===== src/rtl/voice_id_sequencer.sv =====
// voice_id_sequencer
//   Collects voice-prompt IDs received as UART bytes into a small buffer,
//   then plays them back one at a time as BCD digit pairs. After each
//   accepted entry there is an idle gap of HOLD_CYCLES clocks.
//
//   Byte tokens: 0 ABORT, 5 BEGIN, 46 END, 47 AGAIN,
//                1..4 and 6..45 RECORD, 48..255 ignored.
//
// Ports
//   clk        system clock, rising edge
//   nRESET     asynchronous active-low reset
//   rx_data    received byte, sampled when rx_valid=1
//   rx_valid   single-cycle strobe for rx_data
//   out_valid  display entry available (registered)
//   out_ready  display stage accepts the entry when out_valid=1
//   out_tens   BCD tens digit of the presented ID (registered)
//   out_ones   BCD ones digit of the presented ID (registered)
//   state      0 IDLE, 1 COLLECT, 2 PLAY, 3 DONE
//   count      number of valid buffer entries, 0..DEPTH
//   overflow   sticky: a RECORD was dropped because the buffer was full
module voice_id_sequencer #(
    parameter int unsigned DEPTH       = 8,
    parameter int unsigned HOLD_CYCLES = 16
) (
    input  logic       clk,
    input  logic       nRESET,
    input  logic [7:0] rx_data,
    input  logic       rx_valid,
    output logic       out_valid,
    input  logic       out_ready,
    output logic [3:0] out_tens,
    output logic [3:0] out_ones,
    output logic [1:0] state,
    output logic [4:0] count,
    output logic       overflow
);

    localparam int unsigned IDX_W  = $clog2(DEPTH);
    localparam int unsigned HOLD_W = $clog2(HOLD_CYCLES + 1);
    localparam logic [4:0]        DEPTH_C = 5'(DEPTH);
    localparam logic [HOLD_W-1:0] HOLD_C  = HOLD_W'(HOLD_CYCLES);

    typedef enum logic [1:0] {
        S_IDLE    = 2'd0,
        S_COLLECT = 2'd1,
        S_PLAY    = 2'd2,
        S_DONE    = 2'd3
    } state_t;

    state_t            st;
    logic [5:0]        id_mem [DEPTH];
    logic [4:0]        rd_idx;
    logic [HOLD_W-1:0] hold_cnt;

    logic tok_abort, tok_begin, tok_end, tok_again, tok_record;
    logic clr_buf, wr_buf;

    assign state = st;

    // IDs are at most 45, so a short subtract chain replaces a divider.
    function automatic logic [7:0] to_bcd(input logic [5:0] id);
        logic [3:0] t;
        logic [3:0] o;
        if (id >= 6'd40) begin
            t = 4'd4; o = 4'(id - 6'd40);
        end else if (id >= 6'd30) begin
            t = 4'd3; o = 4'(id - 6'd30);
        end else if (id >= 6'd20) begin
            t = 4'd2; o = 4'(id - 6'd20);
        end else if (id >= 6'd10) begin
            t = 4'd1; o = 4'(id - 6'd10);
        end else begin
            t = 4'd0; o = 4'(id);
        end
        return {t, o};
    endfunction

    always_comb begin
        tok_abort  = rx_valid && (rx_data == 8'd0);
        tok_begin  = rx_valid && (rx_data == 8'd5);
        tok_end    = rx_valid && (rx_data == 8'd46);
        tok_again  = rx_valid && (rx_data == 8'd47);
        tok_record = rx_valid &&
                     (((rx_data >= 8'd1) && (rx_data <= 8'd4)) ||
                      ((rx_data >= 8'd6) && (rx_data <= 8'd45)));
        clr_buf    = ((st == S_IDLE)    && tok_begin) ||
                     ((st == S_COLLECT) && tok_begin) ||
                     ((st == S_DONE)    && tok_again);
        wr_buf     = (st == S_COLLECT) && tok_record && (count < DEPTH_C);
    end

    // Buffer storage has no reset; contents are only meaningful below count.
    always_ff @(posedge clk) begin
        if (clr_buf) begin
            for (int unsigned i = 0; i < DEPTH; i++) begin
                id_mem[i] <= '0;
            end
        end else if (wr_buf) begin
            id_mem[count[IDX_W-1:0]] <= rx_data[5:0];
        end
    end

    always_ff @(posedge clk or negedge nRESET) begin
        if (!nRESET) begin
            st        <= S_IDLE;
            count     <= '0;
            overflow  <= 1'b0;
            out_valid <= 1'b0;
            out_tens  <= '0;
            out_ones  <= '0;
            rd_idx    <= '0;
            hold_cnt  <= '0;
        end else begin
            case (st)
                S_IDLE: begin
                    if (tok_begin) begin
                        count    <= '0;
                        overflow <= 1'b0;
                        st       <= S_COLLECT;
                    end
                end

                S_COLLECT: begin
                    if (tok_abort) begin
                        st <= S_IDLE;
                    end else if (tok_begin) begin
                        count    <= '0;
                        overflow <= 1'b0;
                    end else if (tok_record) begin
                        if (count < DEPTH_C) begin
                            count <= count + 5'd1;
                        end else begin
                            overflow <= 1'b1;
                        end
                    end else if (tok_end) begin
                        if (count != '0) begin
                            st        <= S_PLAY;
                            rd_idx    <= '0;
                            hold_cnt  <= '0;
                            out_valid <= 1'b1;
                            {out_tens, out_ones} <= to_bcd(id_mem[0]);
                        end else begin
                            st <= S_DONE;
                        end
                    end
                end

                S_PLAY: begin
                    if (tok_abort) begin
                        st        <= S_IDLE;
                        out_valid <= 1'b0;
                        hold_cnt  <= '0;
                        rd_idx    <= '0;
                    end else if (out_valid && out_ready) begin
                        // rd_idx advances at the handshake; the hold expiry
                        // either presents that entry or finishes the run.
                        out_valid <= 1'b0;
                        hold_cnt  <= HOLD_C;
                        rd_idx    <= rd_idx + 5'd1;
                    end else if (hold_cnt != '0) begin
                        hold_cnt <= hold_cnt - HOLD_W'(1);
                        if (hold_cnt == HOLD_W'(1)) begin
                            if (rd_idx == count) begin
                                st <= S_DONE;
                            end else begin
                                out_valid <= 1'b1;
                                {out_tens, out_ones} <= to_bcd(id_mem[rd_idx[IDX_W-1:0]]);
                            end
                        end
                    end
                end

                S_DONE: begin
                    if (tok_abort) begin
                        st <= S_IDLE;
                    end else if (tok_again) begin
                        count    <= '0;
                        overflow <= 1'b0;
                        st       <= S_COLLECT;
                    end else if (tok_end && (count != '0)) begin
                        st        <= S_PLAY;
                        rd_idx    <= '0;
                        hold_cnt  <= '0;
                        out_valid <= 1'b1;
                        {out_tens, out_ones} <= to_bcd(id_mem[0]);
                    end
                end

                default: st <= S_IDLE;
            endcase
        end
    end

endmodule


===== config.mk =====
export PLATFORM = sky130hd
export DESIGN_NAME = voice_id_sequencer
export DESIGN_NICKNAME = d
export VERILOG_FILES = /design/src/rtl/voice_id_sequencer.sv
export SDC_FILE = /design/constraint.sdc
export NUM_CORES = 1
export LEC_CHECK = 0
export ABC_AREA = 0
export CAP_MARGIN = 5
export CORE_MARGIN = 4
export CORE_UTILIZATION = 55
export CTS_BUF_LIST = sky130_fd_sc_hd__clkbuf_8
export DETAILED_ROUTE_END_ITERATION = 7
export HOLD_SLACK_MARGIN = 0.15
export PLACE_DENSITY = 0.78
export SLEW_MARGIN = 20
export SYNTH_ARGS = -nofsm -noshare
export SYNTH_HDL_FRONTEND = slang
export SYNTH_SLANG_ARGS = --single-unit

===== constraint.sdc =====
create_clock -name clk -period 2.8 [get_ports clk]
set_clock_uncertainty 0.15 [all_clocks]
set_input_delay 0.56 -clock clk [delete_from_list [all_inputs] [get_ports clk]]
set_output_delay 0.56 -clock clk [all_outputs]
set_load 0.1 [all_outputs]

**Word-level counts from Yosys, hierarchy flattened**

Memories as Yosys holds them, arrays and structs flattened.
Cells that the tools add are included.

- Register bits: 27
- RAM bits: 48
- Output and inout bits: 17
- Memories kept: 1

- $add $sub $neg: 11
- Magnitude comparators: 13
- Eq/ne operators: 38
- Muxes and demuxes: 112
- Reduce and logical (&&, ||, !) cells: 31

Memories:

| memory | depth | width | read ports | clocked after memory_dff | wr ports | RTL line | text |
|---|---|---|---|---|---|---|---|
| id_mem | 8 | 6 | 2 | 0 | 8 | 51 | `logic [5:0] id_mem [DEPTH];` |

Operators with widths:

| kind | number |
|---|---|
| 4-bit 2-to-1 mux | 36 |
| 5-bit 2-to-1 mux | 20 |
| 5-bit one-hot mux with 3 select lines | 3 |
| 2-bit 2-to-1 mux | 16 |
| 3-bit inequality test (second input constant) | 10 |
| 1-bit 2-to-1 mux | 29 |
| 2-bit inequality test (second input constant) | 13 |
| 6-bit by 5-bit greater-or-equal comparator with 1-bit output (second input constant) | 4 |
| 4-bit one-hot mux with 3 select lines | 2 |
| 4-bit subtractor (second input constant) | 6 |
| 10-bit AND reduction | 2 |
| 8-bit by 6-bit == test with 1-bit output (second input constant) | 2 |
| 1-bit logical AND | 14 |
| 14-bit AND reduction | 1 |
| 7-bit AND reduction | 2 |
| 6-bit by 4-bit greater-or-equal comparator with 1-bit output (second input constant) | 2 |
| 6-bit greater-or-equal comparator (second input constant) | 2 |
| 4-bit inequality test (second input constant) | 3 |
| 12-bit AND reduction | 1 |
| 5-bit by 1-bit adder with 5-bit output (second input constant) | 2 |
| 5-bit nonzero test | 2 |
| 9-bit AND reduction | 1 |
| 8-bit by 3-bit == test with 1-bit output (second input constant) | 1 |
| 8-bit by 1-bit greater-or-equal comparator with 1-bit output (second input constant) | 1 |
| other kinds (22) | 30 |

**Depth between registers and ports, before layout**

An unclocked memory read counts as a cell.

- Word-level depth: 12
- Gate-level depth with buffers: 12
- Gate-level depth less buffers: 10

**Worst setup path before layout**

OpenSTA, ideal clock, no wires.

- Path type: register to register
- Start point: reg st[0], in the netlist state[0]
- End point: mem id_mem[3][0] (enable)
- Arrival time: 2.637 ns
- Setup slack: -0.364 ns
- Stages on the path, launching flop included: 6
- Buffers on the path: 1
- Clock period less this slack: 3.164 ns
- Path through: dfrtp_1 > nand4bb_1 > nor4_1 > nand2_1 > clkbuf_1 > o21ai_0

RTL lines:

| element | RTL line | text |
|---|---|---|
| start, declared | 50 | `state_t st;` |
| start signal, assigned | 105 | `st <= S_IDLE;` |
| start signal, assigned | 119 | `st <= S_COLLECT;` |
| start signal, assigned | 125 | `st <= S_IDLE;` |
| end, declared | 51 |  |

**Final worst setup path**

- Start point: reg rd_idx[0]
- End point: reg out_ones[1]

- Word-level cells in the longest chain between the ends: 12
- Elaborated cells on any way between the ends: 22
- Classes of those cells: add/sub (4); order compare (4); eq/ne (2); mux (10); reduce/logical (1); memory (1)

Ends and longest elaborated chain:

| element | RTL line | text |
|---|---|---|
| start, declared | 52 | `logic [4:0] rd_idx;` |
| start signal, assigned | 159 | `rd_idx <= rd_idx + 5'd1;` |
| memory read 8 x 6 bit | -- |  |
| 6-bit by 4-bit greater-or-equal comparator with 1-bit output or 4-bit subtractor (tied branches) | 70, 71 |  |
| 4-bit 2-to-1 mux | 70 | `end else if (id >= 6'd10) begin` |
| 4-bit 2-to-1 mux | 68 | `end else if (id >= 6'd20) begin` |
| 4-bit 2-to-1 mux | 66 | `end else if (id >= 6'd30) begin` |
| 4-bit 2-to-1 mux | 64 | `if (id >= 6'd40) begin` |
| 4-bit 2-to-1 mux | 163 | `if (rd_idx == count) begin` |
| 4-bit 2-to-1 mux | 162 | `if (hold_cnt == HOLD_W'(1)) begin` |
| 4-bit 2-to-1 mux | 160 | `end else if (hold_cnt != '0) begin` |
| 4-bit 2-to-1 mux | 154 | `end else if (out_valid && out_ready) begin` |
| 4-bit 2-to-1 mux | 149 | `if (tok_abort) begin` |
| 4-bit one-hot mux with 3 select lines | 114 | `case (st)` |
| end signal, assigned | 141 | `{out_tens, out_ones} <= to_bcd(id_mem[0]);` |
| end signal, assigned | 167 | `{out_tens, out_ones} <= to_bcd(id_mem[rd_idx[IDX_W-1:0]]);` |
| end signal, assigned | 185 | `{out_tens, out_ones} <= to_bcd(id_mem[0]);` |
| end, declared | 32 | `output logic [3:0] out_ones,` |

Parallel ways exist; a longest one is shown, timed or not. The select of a mux whose other input is x is not followed.
A chain may end at the register's enable or synchronous reset.

==> results by group <==
Timing
  – Least-Margin Pin Slew: 0.660 ns
  – Max frequency: 0.347 GHz
  – Part of the cycle the worst path needs: 103%
  – Count of final hold-check violations: 0
  – Final worst path period need: 2.88 ns
  – Final worst slack: -0.0782 ns
  – Unrepaired setup endpoints after global routing: true
  – Finish-stage setup viols: 4
  – Max-slew violations: 0
  – Max-slew headroom: 55.9%

Floorplanning
  – Die Span X: 97.5 um
  – Total core area: 7770 um^2
  – Number of rows in the core area: 32
  – Die outline area: 9500 um^2
  – Die Ht: 97.5 um
  – Starting Density: 56.7%
  – # IOs: 29

CTS
  – Maximum level of the CTS H-tree: 3
  – Number of buffers inserted by hold repair at cts: 0
  – Clock transition at the register clock pins on the worst setup and hold paths after CTS: 0.09 ns
  – Clock sink total: 74
  – Clk Latency, worst-skew pair: 0.36 ns
  – CTS Buf Count: 9
  – Clock tree from TritonCTS: built
  – Longest Clk Path Bufs: 2
  – Master cell of the clock root buffer: sky130_fd_sc_hd__clkbuf_8

Cells and area
  – # nets final: 530
  – Share of final-layout standard cells stronger than drive strength 1: 31.3%
  – Fin area: 5570 um^2
  – Total inserted antenna cells: 0
  – Area growth, synth to finish: 26.5%
  – Fin util: 71.7%

Logic synthesis
  – Number of enable-type register cells in the synthesized netlist: 48
  – Syn Nets: 433
  – Proportion of synthesized chip area in sequential cells: 47.5%
  – Post-synthesis instance area: 4400 um^2
  – List of most frequent post-synthesis cells: sky130_fd_sc_hd__edfxtp_1, sky130_fd_sc_hd__and2_1, sky130_fd_sc_hd__nand2_1, sky130_fd_sc_hd__dfrtp_1, sky130_fd_sc_hd__nor2_1
  – Area share of the largest cell type after synthesis: 32.7%
  – Main flop type after synthesis: sky130_fd_sc_hd__edfxtp_1
  – Syn Area/Cell: 11.0 um^2
  – Ys Warns: 0
  – Library cell with the highest instance count after synthesis: sky130_fd_sc_hd__edfxtp_1
  – Number of cells produced by synthesis: 402
  – Most area-hungry cell type in the Yosys netlist: sky130_fd_sc_hd__edfxtp_1
  – Number of synthesized register bits: 74
  – Largest cells by area after synthesis: sky130_fd_sc_hd__edfxtp_1, sky130_fd_sc_hd__dfrtp_1, sky130_fd_sc_hd__ha_1, sky130_fd_sc_hd__and2_1, sky130_fd_sc_hd__mux4_2
  – Post-synth cell types: 66
  – Post-synthesis async set-or-reset flop share: 35.1%

Pwr
  – Power density normalized to cell area: 430 nW/um^2
  – Leak Pwr: 2.24 nW
  – Worst vdd rail ir drop: 0.706 mV

Global routing
  – Global-route wire length before repair: 17800 um
  – Total Routing Usage GR: 23.6%
  – Maximum number of pins on one net before global-route repair: 15
  – Global routing usage on met2: 38.5%
  – Via count of the first global-routing pass: 3458
  – Antenna violations before repair: 0
  – Residual overflow from global routing: 0
  – Highest-utilization routing layer at the global route stage: met2
  – Met1 global-route usage: 31.7%
  – GR met3 Demand/Resource: 4.67%

Setup path
  – Endpoint kind of the worst setup timing path: flip-flop
  – CP max FO: 5
  – Critical path arrival: 3.02 ns
  – Startpoint Class: flip-flop
  – Path type of the worst setup path: flip-flop to flip-flop
  – Required time at the worst-slack endpoint: 2.94 ns

Min path
  – Hold crit path type: flip-flop to flip-flop

Outcome
  – Status: complete, but fails checks
  – Violations in the final reports: negative setup slack

Place
  – Gp weighted congestion: 0.838
  – Placement Cell Area: 5280 um^2
  – Post-DP HPWL: 8160 um
  – Input/output buffers: 27

Run
  – Max-cap violations: 0

Route
  – Starting DRC count in detailed routing: 257
  – Via-to-Cell Ratio: 5.65
  – Routed WL: 11100 um
  – WL/cell: 18.3 um
  – 1st-pass router iterations: 4
  – # DRC: 0
  – Total number of vias: 3421
  – Residual antenna-violating net count after detailed routing: 0
[flip-flops by register name, indices dropped and copies added (netlist names)]
register / flops
id_mem: 48
count: 5
hold_cnt: 5
rd_idx: 5
out_ones: 4
out_tens: 3
state: 2
out_valid: 1
overflow: 1
[where the power goes]
part | internal [W] | switching (W)
Combinational | 0.000100 | 0.000257
Clock | 0.000410 | 0.000417
Sequential | 0.00117 | 0.0000413
Total | 0.00168 | 0.000715
[path summary, 6_finish.rpt]
| path | startpoint | endpoint | slack [ns] | cells after the start |
|---|---|---|---|---|
| setup / recovery | rd_idx[0]$_DFFE_PN0P_ | out_ones[1]$_DFFE_PN0P_ | -0.08 | 9 |
| hold / removal | hold_cnt[4]$_DFFE_PN0P_ | hold_cnt[4]$_DFFE_PN0P_ | 0.37 | 2 |
| setup reg to reg | rd_idx[0]$_DFFE_PN0P_ | out_ones[1]$_DFFE_PN0P_ | -0.08 | 9 |
| hold reg to reg | hold_cnt[4]$_DFFE_PN0P_ | hold_cnt[4]$_DFFE_PN0P_ | 0.37 | 2 |
| max in group asynchronous | nRESET | rd_idx[0]$_DFFE_PN0P_ | 1.39 | 2 |
| min in group asynchronous | nRESET | state[1]$_DFFE_PN0P_ | 0.45 | 1 |
[final cells by class]
class / count / area (um^2)
clock buffer: 9 / 124
timing repair buffer: 104 / 842
tap: 102 / 128
inverter: 18 / 72.6
fill: 524 / 2200
sequential: 74 / 2100
multi-input combinational: 292 / 2240
clock inverter: 7 / 68.8
[critical path: stages, from the launching register on]
cell                      delay (ns)
sky130_fd_sc_hd__dfrtp_2        0.43
sky130_fd_sc_hd__buf_12         0.14
sky130_fd_sc_hd__mux4_2         0.51
sky130_fd_sc_hd__mux2_4         0.34
sky130_fd_sc_hd__ha_4           0.18
sky130_fd_sc_hd__and3_4         0.14
sky130_fd_sc_hd__a311o_2        0.35
sky130_fd_sc_hd__o21ai_2        0.16
sky130_fd_sc_hd__mux2_4         0.32
sky130_fd_sc_hd__nor2_2         0.08
[per-layer routing]
layer / part of all wire, % / wire length [um]
met1: 42 / 4650
met2: 50 / 5570
met3: 6.5 / 720
met4: 1.2 / 129
met5: 0 / 0
[per-stage QoR]
stage	setup TNS [ns]	total power, W	hold WS [ns]	instances	setup WS [ns]
final	-0.216	0.00240	0.368	606	-0.0782
after floorplan	-0.0313	0.00146	0.114	402	-0.0313
after global placement	-5.63	0.00158	0.329	587	-0.137
after global routing	-0.613	0.00249	0.380	606	-0.140
after detailed placement	-9.86	0.00158	0.348	587	-0.230
after CTS	-0.229	0.00240	0.366	604	-0.102
[cell usage in the layout (no fill, tap or decap), types with 4 or more instances in the layout]
master,instances
sky130_fd_sc_hd__mux2i_1,4
sky130_fd_sc_hd__xor2_1,7
sky130_fd_sc_hd__dfrtp_1,22
sky130_fd_sc_hd__mux4_2,11
sky130_fd_sc_hd__nor2b_1,5
sky130_fd_sc_hd__nor2_1,23
sky130_fd_sc_hd__edfxtp_1,48
sky130_fd_sc_hd__inv_1,15
sky130_fd_sc_hd__nand3_1,12
sky130_fd_sc_hd__o21ai_1,4
sky130_fd_sc_hd__nor4_1,7
sky130_fd_sc_hd__nand2_1,28
sky130_fd_sc_hd__and2_1,37
sky130_fd_sc_hd__o21ai_0,17
sky130_fd_sc_hd__a21oi_1,14
sky130_fd_sc_hd__xnor2_1,9
sky130_fd_sc_hd__nor3_1,22
sky130_fd_sc_hd__clkbuf_8,9
sky130_fd_sc_hd__dfrtp_2,4
sky130_fd_sc_hd__o21ai_2,4
sky130_fd_sc_hd__buf_4,90
sky130_fd_sc_hd__clkdlybuf4s50_1,11
sky130_fd_sc_hd__ha_1,17
[kinds of logic (layout without fill, tap and decap cells)]
| family | Yosys count | count (layout) | synth area share [%] |
|---|---|---|---|
| xor+xnor | 16 | 16 | 3.18 |
| simple gates | 160 | 160 | 19.3 |
| fa+ha+maj | 19 | 19 | 5.40 |
| compound gates | 73 | 73 | 11.1 |
| flops | 74 | 74 | 47.5 |
| mux | 23 | 23 | 9.86 |
| buf+inv | 36 | 138 | 3.64 |
| other cells | 1 | 1 | 0.0852 |
[what timing repair did]
action | CTS | global route
setup endpoints to repair | 4 | 21
pin swaps | 3 | 6
cloned | 0 | 1
gates resized for setup | 4 | 14
buffers inserted | 1 | 1
No activity file was read; power rests on OpenSTA's default activity.
